<file path="src/rtl/count_seq_pkg.sv">
// Shared types for the count job sequencer: FSM state encoding and the latched job record.
// Latency: n/a (types and constants only).
// Backpressure: n/a.
// The job_t field widths follow CS_WIDTH/CS_IDW, so a sequencer built with non-default
// WIDTH/NUM_REQ must have these constants changed to match.
package count_seq_pkg;

    localparam int CS_WIDTH   = 4;
    localparam int CS_NUM_REQ = 4;
    localparam int CS_IDW     = $clog2(CS_NUM_REQ);

    typedef enum logic [1:0] {
        IDLE = 2'd0,
        LOAD = 2'd1,
        RUN  = 2'd2,
        DONE = 2'd3
    } seq_state_e;

    typedef struct packed {
        logic [CS_WIDTH-1:0] start;
        logic [CS_WIDTH-1:0] target;
        logic                dir;
        logic [CS_IDW-1:0]   id;
    } job_t;

endpackage

</file>
<file path="src/rtl/count_job_sequencer_rr_arbiter.sv">
// Round-robin arbiter: one-hot grant to the first request at or after the pointer, with wrap.
// Latency: grant is combinational; pointer advances on the clock edge where accept_i is high.
// Backpressure: grant_o is forced to zero while en_i is low; the pointer only moves on accept_i.
// Ports: clk, reset_n (async, active-low); req_i request vector; en_i grant enable;
//        accept_i handshake taken; grant_o one-hot grant; grant_idx_o winner index; any_o some request.
module rr_arbiter #(
    parameter  int NUM_REQ = 4,
    localparam int IDW     = $clog2(NUM_REQ)
) (
    input  logic               clk,
    input  logic               reset_n,
    input  logic [NUM_REQ-1:0] req_i,
    input  logic               en_i,
    input  logic               accept_i,
    output logic [NUM_REQ-1:0] grant_o,
    output logic [IDW-1:0]     grant_idx_o,
    output logic               any_o
);

    logic [IDW-1:0] ptr_q, ptr_d;

    // Scan offsets from the farthest to the nearest so the last hit, i.e. the
    // smallest distance from the pointer, is the one that sticks.
    always_comb begin
        int             cand;
        logic [IDW-1:0] cand_idx;
        cand        = 0;
        cand_idx    = '0;
        grant_idx_o = '0;
        any_o       = 1'b0;
        for (int k = NUM_REQ - 1; k >= 0; k--) begin
            cand     = (int'(ptr_q) + k) % NUM_REQ;
            cand_idx = IDW'(cand);
            if (req_i[cand_idx]) begin
                any_o       = 1'b1;
                grant_idx_o = cand_idx;
            end
        end
    end

    always_comb begin
        grant_o = '0;
        if (en_i && any_o) begin
            grant_o[grant_idx_o] = 1'b1;
        end
    end

    always_comb begin
        ptr_d = ptr_q;
        if (accept_i) begin
            if (grant_idx_o == IDW'(NUM_REQ - 1)) begin
                ptr_d = '0;
            end else begin
                ptr_d = grant_idx_o + 1'b1;
            end
        end
    end

    always_ff @(posedge clk or negedge reset_n) begin
        if (!reset_n) begin
            ptr_q <= '0;
        end else begin
            ptr_q <= ptr_d;
        end
    end

endmodule

</file>
<file path="src/rtl/count_job_sequencer.sv">
// Shares one loadable up/down counter among NUM_REQ requesters; runs one count job at a time.
// Latency: handshake cycle 0, counter loaded in cycle 1, done_valid in cycle steps+3, next grant in steps+4.
// Backpressure: req_ready is offered only in IDLE, one-hot to the round-robin winner; zero otherwise.
// Ports: clk, reset_n (async, active-low); req_valid/req_ready/req_start/req_target/req_dir job inputs;
//        cnt_load/cnt_up_down/cnt_load_data drive the counter, cnt_count observes it;
//        busy, done_valid, done_id status. With COUNT_SEQ_ABORT_EN defined: abort in, done_aborted out.
module count_job_sequencer
    import count_seq_pkg::*;
#(
    parameter  int WIDTH   = CS_WIDTH,
    parameter  int NUM_REQ = CS_NUM_REQ,
    localparam int IDW     = $clog2(NUM_REQ)
) (
    input  logic                     clk,
    input  logic                     reset_n,
    input  logic [NUM_REQ-1:0]       req_valid,
    output logic [NUM_REQ-1:0]       req_ready,
    input  logic [NUM_REQ*WIDTH-1:0] req_start,
    input  logic [NUM_REQ*WIDTH-1:0] req_target,
    input  logic [NUM_REQ-1:0]       req_dir,
    output logic                     cnt_load,
    output logic                     cnt_up_down,
    output logic [WIDTH-1:0]         cnt_load_data,
    input  logic [WIDTH-1:0]         cnt_count,
    output logic                     busy,
    output logic                     done_valid,
    output logic [IDW-1:0]           done_id
`ifdef COUNT_SEQ_ABORT_EN
    ,
    input  logic                     abort,
    output logic                     done_aborted
`endif
);

    seq_state_e     state_q, state_d;
    job_t           job_q, job_d;
    logic [IDW-1:0] grant_idx;
    logic           grant_any;
    logic           accept;
    logic           abort_req;

    logic [WIDTH-1:0] start_arr  [NUM_REQ];
    logic [WIDTH-1:0] target_arr [NUM_REQ];

    for (genvar i = 0; i < NUM_REQ; i++) begin : g_unpack
        assign start_arr[i]  = req_start[i*WIDTH +: WIDTH];
        assign target_arr[i] = req_target[i*WIDTH +: WIDTH];
    end

    // A grant only ever goes to a valid requester, so grant-while-idle is the handshake.
    assign accept = (state_q == IDLE) && grant_any;

    rr_arbiter #(
        .NUM_REQ (NUM_REQ)
    ) u_arb (
        .clk         (clk),
        .reset_n     (reset_n),
        .req_i       (req_valid),
        .en_i        (state_q == IDLE),
        .accept_i    (accept),
        .grant_o     (req_ready),
        .grant_idx_o (grant_idx),
        .any_o       (grant_any)
    );

`ifdef COUNT_SEQ_ABORT_EN
    logic aborted_q;

    assign abort_req = abort;

    // Remembers that the job entered DONE through an abort; cleared once back in IDLE.
    always_ff @(posedge clk or negedge reset_n) begin
        if (!reset_n) begin
            aborted_q <= 1'b0;
        end else if (state_q == IDLE) begin
            aborted_q <= 1'b0;
        end else if ((state_q == LOAD || state_q == RUN) && abort) begin
            aborted_q <= 1'b1;
        end
    end

    assign done_aborted = (state_q == DONE) && aborted_q;
`else
    assign abort_req = 1'b0;
`endif

    // Default drive reloads the counter with its own value, which freezes it.
    always_comb begin
        state_d       = state_q;
        job_d         = job_q;
        cnt_load      = 1'b1;
        cnt_load_data = cnt_count;
        cnt_up_down   = 1'b0;
        unique case (state_q)
            IDLE: begin
                if (accept) begin
                    job_d.start  = start_arr[grant_idx];
                    job_d.target = target_arr[grant_idx];
                    job_d.dir    = req_dir[grant_idx];
                    job_d.id     = grant_idx;
                    state_d      = LOAD;
                end
            end
            LOAD: begin
                if (abort_req) begin
                    state_d = DONE;
                end else begin
                    cnt_load_data = job_q.start;
                    state_d       = RUN;
                end
            end
            RUN: begin
                if (abort_req || cnt_count == job_q.target) begin
                    state_d = DONE;
                end else begin
                    cnt_load    = 1'b0;
                    cnt_up_down = job_q.dir;
                end
            end
            DONE: begin
                state_d = IDLE;
            end
            default: begin
                state_d = IDLE;
            end
        endcase
    end

    always_ff @(posedge clk or negedge reset_n) begin
        if (!reset_n) begin
            state_q <= IDLE;
            job_q   <= '0;
        end else begin
            state_q <= state_d;
            job_q   <= job_d;
        end
    end

    assign busy       = (state_q != IDLE);
    assign done_valid = (state_q == DONE);
    assign done_id    = (state_q == DONE) ? job_q.id : '0;

endmodule

</file>
<file path="config.mk">
export PLATFORM = sky130hd
export DESIGN_NAME = count_job_sequencer
export DESIGN_NICKNAME = d
export VERILOG_FILES = /design/src/rtl/count_seq_pkg.sv /design/src/rtl/count_job_sequencer_rr_arbiter.sv /design/src/rtl/count_job_sequencer.sv
export SDC_FILE = /design/constraint.sdc
export NUM_CORES = 1
export LEC_CHECK = 0
export ABC_AREA = 1
export CORE_MARGIN = 1.5
export CORE_UTILIZATION = 43
export CTS_BUF_LIST = sky130_fd_sc_hd__clkbuf_8
export DETAILED_ROUTE_END_ITERATION = 8
export PLACE_DENSITY = 0.82
export REMOVE_ABC_BUFFERS = 1
export SLEW_MARGIN = 0
export SYNTH_ARGS = -nofsm -noshare
export SYNTH_HDL_FRONTEND = slang
export SYNTH_SLANG_ARGS = --single-unit
</file>
<file path="constraint.sdc">
create_clock -name clk -period 2.4 [get_ports clk]
set_clock_uncertainty 0.05 [all_clocks]
set_input_delay 0.6 -clock clk [delete_from_list [all_inputs] [get_ports clk]]
set_output_delay 0.6 -clock clk [all_outputs]
set_load 0.02 [all_outputs]
</file>
# Yosys cells after proc, flatten, opt, wreduce, memory -nomap -nowiden
# Cells that the tools add are included.
[word_totals]
ff_bits = 15
latchBits = 0
mem_bits_rw = 0
rom_bits = 0
out_inout_bits = 14
word_cells = 68
memories = 0
[classes]
add_sub_neg = 4
n_mul = 0
div_mod_pow = 0
order_cmp = 7
eq_ne = 7
shift = 0
mux = 37
bitwise = 1
n_reduce_logical = 6
[op_table]
columns = ["op", "count"]
rows = [
  ["$mux W4", 6],
  ["$bmux W4 S2", 2],
  ["$mux W2", 8],
  ["$lt A2 B3 Y1 const B", 5],
  ["$mux W1", 14],
  ["$bmux W1 S2", 5],
  ["$pmux W2 S4", 1],
  ["$eq A2 B2 Y1 const B", 3],
  ["$add A2 B1 Y2 const B", 2],
  ["$add A2 B2 Y2 const B", 2],
  ["$eq A4 B4 Y1", 1],
  ["$ne A2 B2 Y1 const B", 2],
  ["$reduce_and A2 Y1", 2],
  ["$ge A3 B3 Y1 const B", 1],
  ["$not A2 Y3", 1],
  ["$demux W1 S2", 1],
  ["$eq A2 B1 Y1 const B", 1],
  ["$ge A2 B1 Y1 const B", 1],
  ["$logic_and A1 B1 Y1", 2],
  ["$logic_not A2 Y1", 1],
  ["$reduce_bool A2 Y1", 1],
]

# Depth between registers and ports, before layout
# Gate-level depths: netlist of the first run.
[logic_depth]
ltp_word = 12
mapped_depth = 16
depth_no_buf = 14

# By module
# Synthesis of the first run repeated with hierarchy kept, for this count alone.
[unflattened]
cells_unflattened = 218
hier_area_um2 = 1377.6
[modules_own_cells]
columns = ["module", "n_inst", "cells_each", "area_each_um2", "seq_area_each_um2"]
rows = [
  ["count_job_sequencer", 1, 146, 964.7, 325.3],
  ["rr_arbiter", 1, 72, 412.9, 50.0],
]

# Least setup slack after synthesis of the first run
# Ideal clock, no wire load.
[synth_timing]
path_type = "input -> output"
start = "input req_valid[1]"
end = "output req_ready[3]"
arrival_time_ps = 1835
setup_slack_ps = -85
path_stages = 11
cell_sequence = "inv_1 -> nand2_1 -> nand3_1 -> nand2_1 -> inv_1 -> nand3_2 -> nand2_4 -> buf_4 -> ha_1 -> inv_1 -> nor2_1"
[synth_via]
elab_chain_cells = 11
[synth_lines]
columns = ["item", "line", "rtl"]
rows = [
  ["start, declared", "count_job_sequencer.sv:16", "input logic [NUM_REQ-1:0] req_valid,"],
  ["$bmux W1 S2", "count_job_sequencer_rr_arbiter.sv:34", "if (req_i[cand_idx]) begin"],
  ["$mux W1 (not written as such)", "count_job_sequencer_rr_arbiter.sv:34", ""],
  ["$mux W2 (4 in a row)", "count_job_sequencer_rr_arbiter.sv:34", ""],
  ["$lt A2 B3 Y1 (not written as such) / $ge A2 B1 Y1 (equally long branches)", "count_job_sequencer_rr_arbiter.sv:44", "grant_o[grant_idx_o] = 1'b1;"],
  ["$logic_and A1 B1 Y1 (not written as such)", "count_job_sequencer_rr_arbiter.sv:44", ""],
  ["$mux W1 (not written as such)", "count_job_sequencer_rr_arbiter.sv:44", ""],
  ["$demux W1 S2", "-", ""],
  ["$mux W4 *", "count_job_sequencer_rr_arbiter.sv:43", "if (en_i && any_o) begin"],
  ["end, declared", "count_job_sequencer.sv:17", "output logic [NUM_REQ-1:0] req_ready,"],
]
# Mark *: on every way between the ends. The rest lies on a longest branch, timed or not. The select of a mux whose other input is x is not followed.

# Worst setup path in the final report of the first run
[layout_timing]
start = "register u_arb.ptr_q[0]"
end = "output req_ready[3]"
[layout_via]
elab_chain_cells = 12
[layout_lines]
columns = ["item", "line", "rtl"]
rows = [
  ["start, declared", "count_job_sequencer_rr_arbiter.sv:20", "logic [IDW-1:0] ptr_q, ptr_d;"],
  ["start signal, assigned", "count_job_sequencer_rr_arbiter.sv:63", "ptr_q <= ptr_d;"],
  ["$add A2 B2 Y2", "count_job_sequencer_rr_arbiter.sv:32", "cand = (int'(ptr_q) + k) % NUM_REQ;"],
  ["$bmux W1 S2", "count_job_sequencer_rr_arbiter.sv:34", ""],
  ["$mux W1 (not written as such)", "count_job_sequencer_rr_arbiter.sv:34", ""],
  ["$mux W2 (4 in a row)", "count_job_sequencer_rr_arbiter.sv:34", ""],
  ["$lt A2 B3 Y1 (not written as such) / $ge A2 B1 Y1 (equally long branches)", "count_job_sequencer_rr_arbiter.sv:44", ""],
  ["$logic_and A1 B1 Y1 (not written as such)", "count_job_sequencer_rr_arbiter.sv:44", ""],
  ["$mux W1 (not written as such)", "count_job_sequencer_rr_arbiter.sv:44", ""],
  ["$demux W1 S2", "-", ""],
  ["$mux W4 *", "count_job_sequencer_rr_arbiter.sv:43", ""],
]
# Marked as above.

==> results by group, run 1 <==
Status
  – Status: finished, violations left
  – Failing checks: negative setup slack

Clocking
  – Worst-path clk slew: about 0.06 ns
  – Sink Count: 15
  – Clk root buf: clkbuf_8
  – Number of buffers created by CTS: 3
  – H-tree depth: 1
  – CTS tree: done
  – Hold_buf cts: 0
  – Clk_lat worst skew: roughly 0.25 ns
  – Longest Clk Path Bufs: 2

Finish
  – Commonest cells after routing, fill and taps aside: nand2_1, clkdlybuf4s50_1, buf_4, inv_1, nand3_1
  – Layout area overhead: 72.4%
  – Total of fill cells in the finished design: approximately 220
  – Commonest non-fill, non-tap cell in the layout: nand2_1
  – Fraction of layout cells with a size suffix above 1: approximately a third
  – Inserted Diodes: 0
  – Multi-input logic area: between 900 and 1000 sq um
  – NumNets Final: roughly 350
  – Register area: roughly 380 sq um

Placement
  – IO buf count: between 50 and 60
  – Routability Congestion: about 0.9
  – Dpl ws: -0.845 ns
  – Detailed Place HPWL: 2.65 mm

Logic synthesis
  – Leading area contributor after synthesis: dfrtp_1
  – Synthesis Warnings: 0
  – Mapped Cells: between 200 and 250
  – Register area share after synthesis: between 20% and 30%
  – Synth cell types: 24
  – Seq cells post-synth: 15
  – Syn_area_per_cell: around 6.5 sq um
  – Synth top area share: around 28%
  – Post-Syn Area: roughly 1300 sq um
  – Synth top area cells: dfrtp_1, nand2_1, inv_1

Pwr
  – Pwr Density: roughly 1400 nW/um^2
  – Switching Fraction: 49.3%
  – Worst vdd ir: 0.764 mV
  – Clock Power Share: approximately 6.2%
  – Net Sw Power: ~1.6 mW
  – Int Power: about 1.6 mW
  – Leak Pwr: around 1.2 nW
  – Comb pwr share: between 70% and 80%
  – Seq pwr share: about 15%

GRT
  – Largest net degree at the start of global routing: 33
  – Number of global-route vias before repair: between 1500 and 2000
  – Gr usage total: between 20% and 30%
  – Global-route wire length before repair: approximately 6.5 mm
  – Total global routing overflow: 0
  – Initial antenna violation count: 0

Floorplanning
  – Core Region: roughly 3000 sq um
  – Rows: 20
  – Die H: a little under 60 um
  – IO Pins: 60
  – DIE AREA: approximately 3500 sq um
  – Chip Width: roughly 59 um
  – Initial Util: between 40% and 50%

Worst setup path
  – Critical path's slowest cell: dfrtp_2
  – Startpoint Class: flip-flop
  – Critical Path, Cell by Cell: buf_12 > o21ai_4 > nand2_2 > nand2_1 > nor2_1 > nand2_1 > nand2_2 > buf_4 > nor2_1 > buf_4
  – Worst r2r dst: state_q[1]$_DFFE_PN0P_
  – Crit-path max FO: 7
  – Slowest stage delay, CP: ~0.45 ns
  – R2R Path Start: u_arb.ptr_q[0]$_DFFE_PN0P_
  – Critical path type: reg2out
  – Worst Path Arrival: 1.86 ns
  – Critical Path RT: around 1.8 ns
  – CP Capture Type: primary output
  – Cell family with most CP delay: simple AND/OR/NAND/NOR gates
  – Buf/Inv on CP: 3
  – FF-to-FF path depth: 17
  – R2r setup slk: 0 ns

Routing
  – Iteration-0 DRC Markers: 49
  – Number of remaining DRC errors: 0
  – DRT Pass-1 Iters: 4
  – WL per Instance: between 10 and 15 um
  – ANT nets after route: 0
  – Vias post-DR: approximately 1600
  – Final wirelength: just over 4 mm
  – Vias per cell: 4.97

STA
  – Final setup violation count: 4
  – Final setup margin: -0.112 ns
  – Final worst-path cycle share: 105%
  – Final TNS setup: -0.390 ns
  – Fin. max-slew vios: 0
  – Slew HR: 53.0%
  – Final hold viol count: 0
  – Min Tclk post-route: around 2.5 ns
  – Worst slew pin tran: ~0.70 ns
  – Max Clock Freq: approximately 400 MHz
  – RSZ-0062 raised after global routing: true

Worst hold path
  – Min-delay src: job_q[9]$_DFFE_PN0P_
  – Worst hold-check path type: reg2reg
  – Hold Path End: job_q[9]$_DFFE_PN0P_
  – Worst hold path depth: 2

Job
  – Max Cap Viol: 0
-- flip-flops by register name, indices dropped and copies added (netlist names) --
register and flops:
u_arb.ptr_q 2, state_q 2, job_q 11
-- cell type report --
| type | instances | area share, % |
|---|---|---|
| Multi-Input combinational cell | 145 | 39.3 |
| Tap cell | 33 | 1.78 |
| Clock buffer | 3 | 1.78 |
| Inverter | 41 | 6.62 |
| Timing Repair Buffer | 88 | 34.1 |
| Clock inverter | 1 | 0.215 |
| Sequential cell | 15 | 16.2 |
-- power groups by stage --
| stage | logic (mW) | clock network [mW] | registers (mW) |
|---|---|---|---|
| finish | 2.51 | 0.198 | 0.492 |
| global route | 2.75 | 0.219 | 0.507 |
| CTS | 2.35 | 0.208 | 0.482 |
| detailed placement | 2.03 | 0 | 0.491 |
| global placement | 1.98 | 0 | 0.487 |
| floorplan | 1.27 | 0 | 0.472 |
-- worst min-delay path, stage by stage, from the launching register on --
cell and delay (ns):
dfrtp_1 0.33, nand2_1 0.06, nand3_1 0.07
-- worst max path at each step --
stage	start	endpoint	slack, ns	cells past startpoint
finish	u_arb.ptr_q[0]$_DFFE_PN0P_	req_ready[3]	-0.11	10
detailed placement	req_valid[1]	req_ready[2]	-0.85	12
global placement	req_valid[3]	req_ready[2]	-0.81	12
floorplan	req_valid[1]	req_ready[3]	-0.11	10
CTS	u_arb.ptr_q[0]$_DFFE_PN0P_	req_ready[3]	-0.05	12
global route	u_arb.ptr_q[0]$_DFFE_PN0P_	req_ready[3]	-0.19	10
-- synth_stat cells, drive strengths merged --
cell type   n
o21ai       6
inv        41
nand3      30
buf         5
xor2        1
nand2      63
xnor2       3
dfrtp      15
a21oi       3
or2         7
o211ai      7
mux2        4
ha          5
nor2       16
-- routing by layer --
metal | global-route usage (%) | wire length, um | up-vias
li1 | - | - | 811
met1 | 26.7 | 1530 | 729
met2 | 45.9 | 2140 | 70
met3 | 7.42 | 269 | 10
met4 | 6.49 | 118 | 0
met5 | 0 | 0 | -
-- per-stage QoR --
stage	power [mW]	std cells	utilization, %	hold slack [ns]	cell area, sq um
floorplan	1.74	201	-	0.254	1310
global placement	2.47	308	68.3	0.414	2050
detailed placement	2.52	308	68.3	0.432	2050
CTS	3.04	325	75.7	0.452	2270
global route	3.47	326	77.4	0.475	2320
finish	3.20	326	77.4	0.447	2320
-- timing repair --
item                                    in CTS  in global routing
setup buffers                               13                  1
endpoints found under the setup margin      10                 12
pin swaps                                   21                  6
cloned                                       0                  0
resized for setup                           83                 11
-- kinds of logic after synthesis --
| kind of cell | synth area share (%) |
|---|---|
| and+or+nand+nor | 39.7 |
| buffers and inverters | 14.6 |
| AOI/OAI and AO/OA | 7.24 |
| DFF | 27.9 |
| adders and majority gates | 4.64 |
| xor gates and xnor gates | 2.60 |
| muxes | 3.34 |
Power figures use the tool's default switching activity.
==> run 2, diff against run 1 <==
--- a/config.mk
+++ b/config.mk
@@ -7,10 +7,10 @@
 export LEC_CHECK = 0
 export ABC_AREA = 1
 export CORE_MARGIN = 1.5
-export CORE_UTILIZATION = 43
+export CORE_UTILIZATION = 47
 export CTS_BUF_LIST = sky130_fd_sc_hd__clkbuf_8
 export DETAILED_ROUTE_END_ITERATION = 8
-export PLACE_DENSITY = 0.82
+export PLACE_DENSITY = 0.89
 export REMOVE_ABC_BUFFERS = 1
 export SLEW_MARGIN = 0
 export SYNTH_ARGS = -nofsm -noshare
==> constraint.sdc (replaced) <==
create_clock -name clk -period 3.12 [get_ports clk]
set_clock_uncertainty 0.05 [all_clocks]
set_input_delay 0.78 -clock clk [delete_from_list [all_inputs] [get_ports clk]]
set_output_delay 0.78 -clock clk [all_outputs]
set_load 0.02 [all_outputs]
==> run 2 against run 1 <==
Net effect: register-to-register slack improved by 0.62 ns; the flow now finishes without violations; critical path type unchanged; flip-flop and latch count unchanged; largest cell class unchanged; cell area is 7.5% lower.
==> results by group, run 2 (synthesis results as in run 1) <==
Status
  – Status: finished, final reports clean

Finish
  – Commonest cells after routing, fill and taps aside: nand2_1, clkdlybuf4s50_1, inv_1, nand3_1, buf_4
  – Layout area overhead: 59.5%
  – Register area: around 380 sq um
  – Design Area, Final: 2150 sq um
  – Multi-input logic area: roughly 850 sq um
  – Reg with most FFs: job_q
  – Commonest non-fill, non-tap cell in the layout: nand2_1
  – NumNets Final: 331
  – Max reg flops: 11
  – Fraction of layout cells with a size suffix above 1: a little over a fifth
  – Largest registers: job_q x11, state_q x2, u_arb.ptr_q x2
  – Total of fill cells in the finished design: around 200
  – Inserted Diodes: 0

STA
  – Max Clock Freq: approximately 330 MHz
  – Fin. max-slew vios: 0
  – Final hold viol count: 0
  – Final worst-path cycle share: 98.1%
  – Worst slew pin tran: approximately 0.7 ns
  – Final setup margin: 0.0602 ns
  – Min Tclk post-route: about 3.1 ns
  – Slew HR: between 50% and 60%
  – Final setup violation count: 0

Worst hold path
  – Worst hold-check path type: reg2reg

Clocking
  – Worst-path clk slew: 0.06 ns
  – Number of buffers created by CTS: 3
  – H-tree depth: 1
  – Clk root buf: clkbuf_8
  – Sink Count: 15
  – CTS tree: done
  – Hold_buf cts: 0
  – Longest Clk Path Bufs: 2
  – Clk_lat worst skew: ~0.25 ns

Pwr
  – Leak Pwr: around 1.1 nW
  – Pwr Density: about 1000 nW/um^2
  – Worst vdd ir: approximately 0.83 mV
  – Total power: between 2 and 2.5 mW

GRT
  – Initial antenna violation count: 0
  – Number of global-route vias before repair: 1500
  – Largest net degree at the start of global routing: 25
  – Total global routing overflow: 0
  – Gr usage total: 24.6%
  – Global-route wire length before repair: roughly 6 mm

Floorplanning
  – Rows: 19
  – Initial Util: roughly 49%
  – Chip Width: 56.5 um
  – Core Region: between 2000 and 3000 sq um
  – DIE AREA: between 3000 and 4000 sq um
  – IO Pins: 60
  – Die H: 56.5 um

Worst setup path
  – Crit-path max FO: 10
  – Slowest stage delay, CP: approximately 0.7 ns
  – Buf/Inv on CP: 4
  – Critical path type: reg2out
  – Critical Path, Cell by Cell: inv_2 > nand2_1 > nand2_2 > inv_2 > nand2_1 > nand2_1 > nor2_1 > nand2_1 > nand2_2 > nor2_4 > inv_1 > nor2_2 > buf_4
  – Startpoint Class: flip-flop
  – Worst Path Arrival: 2.23 ns
  – CP most frequent cell: nand2_1
  – Critical path's slowest cell: dfrtp_1
  – Cell family with most CP delay: simple AND/OR/NAND/NOR gates
  – CP Capture Type: primary output
  – Critical Path RT: 2.29 ns

Routing
  – Number of remaining DRC errors: 0
  – ANT nets after route: 0
  – Met3 routed WL: roughly 210 um
  – Vias post-DR: ~1500
  – Post-Route M1 WL: roughly 1.5 mm
  – Met2 WL post-DR: 2.14 mm
  – Iteration-0 DRC Markers: 75
  – Top metal layer carrying routed signals: met4
  – DRT Pass-1 Iters: 4
  – Final wirelength: between 3 and 4 mm
  – WL per Instance: 12.5 um
  – Vias per cell: between 4 and 5

Placement
  – Dpl ws: -0.551 ns
  – Routability Congestion: about 0.86
  – Detailed Place HPWL: approximately 2.8 mm
  – Placed cell area: between 2000 and 2500 sq um
  – IO buf count: 59

Job
  – Max Cap Viol: 0
==> run 2: cell types whose count changed in the layout (fill, tap and decap cells not counted), sizes merged <==
cell	before	now
buf	38	19
clkdlybuf4s50	40	49
dlygate4sd2	7	4
clkdlybuf4s15	1	0
clkinv	1	0
inv	41	42
==> run 2: metrics by stage <==
| step | hold slack [ns] | util (%) | cells | setup TNS, ns |
|---|---|---|---|---|
| after floorplan | 0.393 | - | 201 | 0 |
| after global placement | 0.414 | 74.1 | 303 | -1.97 |
| after detailed placement | 0.424 | 74.1 | 303 | -2.17 |
| after CTS | 0.442 | 77.3 | 308 | -0.0146 |
| after global routing | 0.464 | 78.6 | 310 | -0.0650 |
| final | 0.446 | 78.6 | 310 | 0 |
==> run 2: path summary, 6_finish.rpt <==
kind,startpoint,end,slack (ns),cells after the start
worst min-delay path,job_q[7]$_DFFE_PN0P_,job_q[7]$_DFFE_PN0P_,0.45,2
worst min register to register,job_q[7]$_DFFE_PN0P_,job_q[7]$_DFFE_PN0P_,0.45,2
min in group asynchronous,reset_n,job_q[5]$_DFFE_PN0P_,0.90,1
max in group asynchronous,reset_n,state_q[1]$_DFFE_PN0P_,1.68,1
worst max-delay path,u_arb.ptr_q[0]$_DFFE_PN0P_,req_ready[2],0.06,13
worst max register to register,u_arb.ptr_q[0]$_DFFE_PN0P_,job_q[9]$_DFFE_PN0P_,0.62,14
==> run 2: area by class of cell <==
type,count,area share (%)
timing repair buffer,74,32.1
sequential,15,17.5
clock buffer,3,1.92
clock inverter,1,0.175
inverter,41,7.16
tap,31,1.80
multi-input combinational,145,39.3
==> run 2: worst register-to-register path, stage by stage (launching register included) <==
cell	delay (ns)
dfrtp_1	0.68
inv_2	0.13
nand2_1	0.10
nand2_2	0.08
inv_2	0.07
nand2_1	0.06
nand2_1	0.07
nor2_1	0.05
nand2_1	0.13
nand2_2	0.11
buf_4	0.16
buf_4	0.18
nor2_2	0.33
o211ai_1	0.15
nand3_1	0.10
==> run 2: routing by layer <==
metal | GRT usage [%] | up-vias
li1 | - | 780
met1 | 25.8 | 700
met2 | 47.0 | 55
met3 | 7.37 | 6
met4 | 6.12 | 0
met5 | 0 | -
==> run 2: report_power, final <==
part	leakage (nW)	switching (mW)	internal, mW	total [mW]
Combinational	0.912	0.949	0.725	1.67
Sequential	0.180	0.0964	0.300	0.397
Clock	0.0269	0.0721	0.0873	0.159
Total	1.12	1.12	1.11	2.23
==> run 2: timing repair <==
item                       in CTS  in global routing
pin swaps                       6                  8
buffers inserted                1                  2
resized for setup              39                  5
gates cloned                    0                  0
setup endpoints to repair       6                  4
==> run 3, diff against run 2 <==
--- a/config.mk
+++ b/config.mk
@@ -6,6 +6,7 @@
 export NUM_CORES = 1
 export LEC_CHECK = 0
 export ABC_AREA = 1
+export CORE_ASPECT_RATIO = 0.75
 export CORE_MARGIN = 1.5
 export CORE_UTILIZATION = 47
 export CTS_BUF_LIST = sky130_fd_sc_hd__clkbuf_8
==> run 3 against run 2 <==
Net effect: total power rose by 3.3%; sequential share of layout area fell by 0.14 points; register-to-register slack better by 0.25 ns; count of clock-buffer cells in the layout is the same; via count rose by 7.3%; hold slack better by 0.0066 ns; cell area grew 1.2%; first-iteration DRC count grew to 2.7 times the previous value; combinational power rose by 4%; critical endpoint is now req_ready[3]; highest routed layer unchanged.
==> results by group, run 3 (synthesis results as in run 1) <==
Finish
  – Inserted Diodes: 0
  – Layout area overhead: 61.4%
  – NumNets Final: ~330
  – Commonest cells after routing, fill and taps aside: nand2_1, clkdlybuf4s50_1, inv_1, nand3_1, buf_4
  – Reg with most FFs: job_q
  – Largest registers: job_q x11, state_q x2, u_arb.ptr_q x2
  – Design Area, Final: approximately 2200 sq um
  – Utilization after layout: between 80% and 90%
  – Total of fill cells in the finished design: ~170
  – Max reg flops: 11
  – Fraction of layout cells with a size suffix above 1: around a quarter

STA
  – Final worst-path cycle share: between 90% and 100%
  – Max Clock Freq: between 300 and 400 MHz
  – Worst slew pin tran: between 0.6 and 0.7 ns
  – Final TNS setup: 0 ns
  – Slew HR: a little over half
  – Min Tclk post-route: between 3 and 4 ns
  – RSZ-0062 raised after global routing: false
  – Final setup violation count: 0
  – WHS: 0.452 ns
  – Fin. max-slew vios: 0
  – Final hold viol count: 0

Routing
  – Vias post-DR: roughly 1700
  – WL per Instance: approximately 14 um
  – Final wirelength: around 4.3 mm
  – ANT nets after route: 0
  – DRT Pass-1 Iters: 5
  – Iteration-0 DRC Markers: 202
  – Vias per cell: between 5 and 6
  – Number of remaining DRC errors: 0

Job
  – Max Cap Viol: 0

Clocking
  – Worst-path clk slew: roughly 0.070 ns
  – Hold_buf cts: 0
  – Sink Count: 15
  – Longest Clk Path Bufs: 2
  – Number of buffers created by CTS: 3
  – Clk root buf: clkbuf_8
  – H-tree depth: 1
  – CTS tree: done
  – Clk_lat worst skew: 0.26 ns

GRT
  – Initial antenna violation count: 0
  – Total global routing overflow: 0
  – Gr usage total: a little over a quarter
  – Number of global-route vias before repair: 1562
  – Largest net degree at the start of global routing: 21
  – Global-route wire length before repair: 6.77 mm

Placement
  – Routability Congestion: slightly above 0.9
  – Detailed Place HPWL: 2.76 mm
  – IO buf count: between 50 and 60
  – Placed cell area: slightly above 2000 sq um

Pwr
  – Total power: approximately 2.3 mW
  – Seq pwr share: around 17%
  – Worst vdd ir: approximately 0.5 mV
  – Leak Pwr: roughly 1.1 nW
  – Int Power: roughly 1.1 mW
  – Net Sw Power: ~1.2 mW
  – Comb pwr share: between 70% and 80%
  – Switching Fraction: about 52%
  – Clock Power Share: 7.2%
  – Pwr Density: ~1100 nW/um^2

Floorplanning
  – Chip Width: about 65 um
  – Die H: approximately 49 um
  – IO Pins: 60
  – Initial Util: 50.6%
  – Core Region: around 2700 sq um
  – DIE AREA: between 3000 and 4000 sq um
  – Rows: 16

Status
  – Status: finished, final reports clean

Worst setup path
  – Critical Path RT: roughly 2.3 ns
  – Startpoint Class: primary input
  – R2r setup slk: approximately 0.87 ns
  – Worst Path Arrival: roughly 2.2 ns
  – CP Capture Type: primary output
  – Crit-path max FO: 5
  – Critical path type: in2out

Worst hold path
  – Worst hold-check path type: reg2reg
[run 3: power by group through the flow]
stage	Sequential [mW]	Combinational [mW]	Clock, mW
after floorplan	0.363	0.976	0
after global placement	0.383	1.50	0
after detailed placement	0.384	1.54	0
after CTS	0.390	1.62	0.155
after global routing	0.411	1.91	0.179
final	0.398	1.74	0.165
[run 3: layout make-up]
cell class,instances,area [sq um],share of cell area (%)
clock buffers,3,41.3,1.90
repair buffers,74,694,31.9
clock inverters,1,5.00,0.230
inverters,41,154,7.08
multi-input cells,145,858,39.5
flip-flops and latches,15,377,17.3
well taps,36,45.0,2.07
[run 3: stage by stage]
stage / worst slack, ns / instances
after floorplan: 0.252 / 201
after global placement: -0.510 / 308
after detailed placement: -0.551 / 308
after CTS: -0.00508 / 313
after global routing: 0.00949 / 315
final: 0.0963 / 315
[run 3: final timing paths]
path                                            start                         end  cells past startpoint
max                                      req_valid[2]                req_ready[3]                     12
min                              job_q[2]$_DFFE_PN0P_        job_q[2]$_DFFE_PN0P_                      2
max reg2reg                u_arb.ptr_q[0]$_DFFE_PN0P_       job_q[10]$_DFFE_PN0P_                     14
min reg2reg                      job_q[2]$_DFFE_PN0P_        job_q[2]$_DFFE_PN0P_                      2
max in group asynchronous                     reset_n  u_arb.ptr_q[0]$_DFFE_PN0P_                      1
min in group asynchronous                     reset_n        job_q[0]$_DFFE_PN0P_                      1
[run 3: worst max-delay path: stages]
cell           delay [ns]
dlygate4sd2_1        0.25
inv_1                0.06
nand2_2              0.07
nand3_2              0.10
nand2_2              0.06
inv_1                0.12
nand3_2              0.14
nand2_4              0.14
ha_4                 0.13
inv_1                0.04
nor2_2               0.15
buf_6                0.15
[run 3: repair_timing]
action | in CTS | in global routing
buffers inserted | 1 | 2
endpoints found under the setup margin | 6 | 4
cloned | 0 | 0
resized for setup | 41 | 9
hold endpoints to repair | 0 | 0
pin swaps | 8 | 11
[run 3: routing by layer]
layer	wire, um	global-route usage [%]
met5	0	0
met4	101	9.22
met3	369	8.31
met2	2100	44.7
met1	1710	33.5
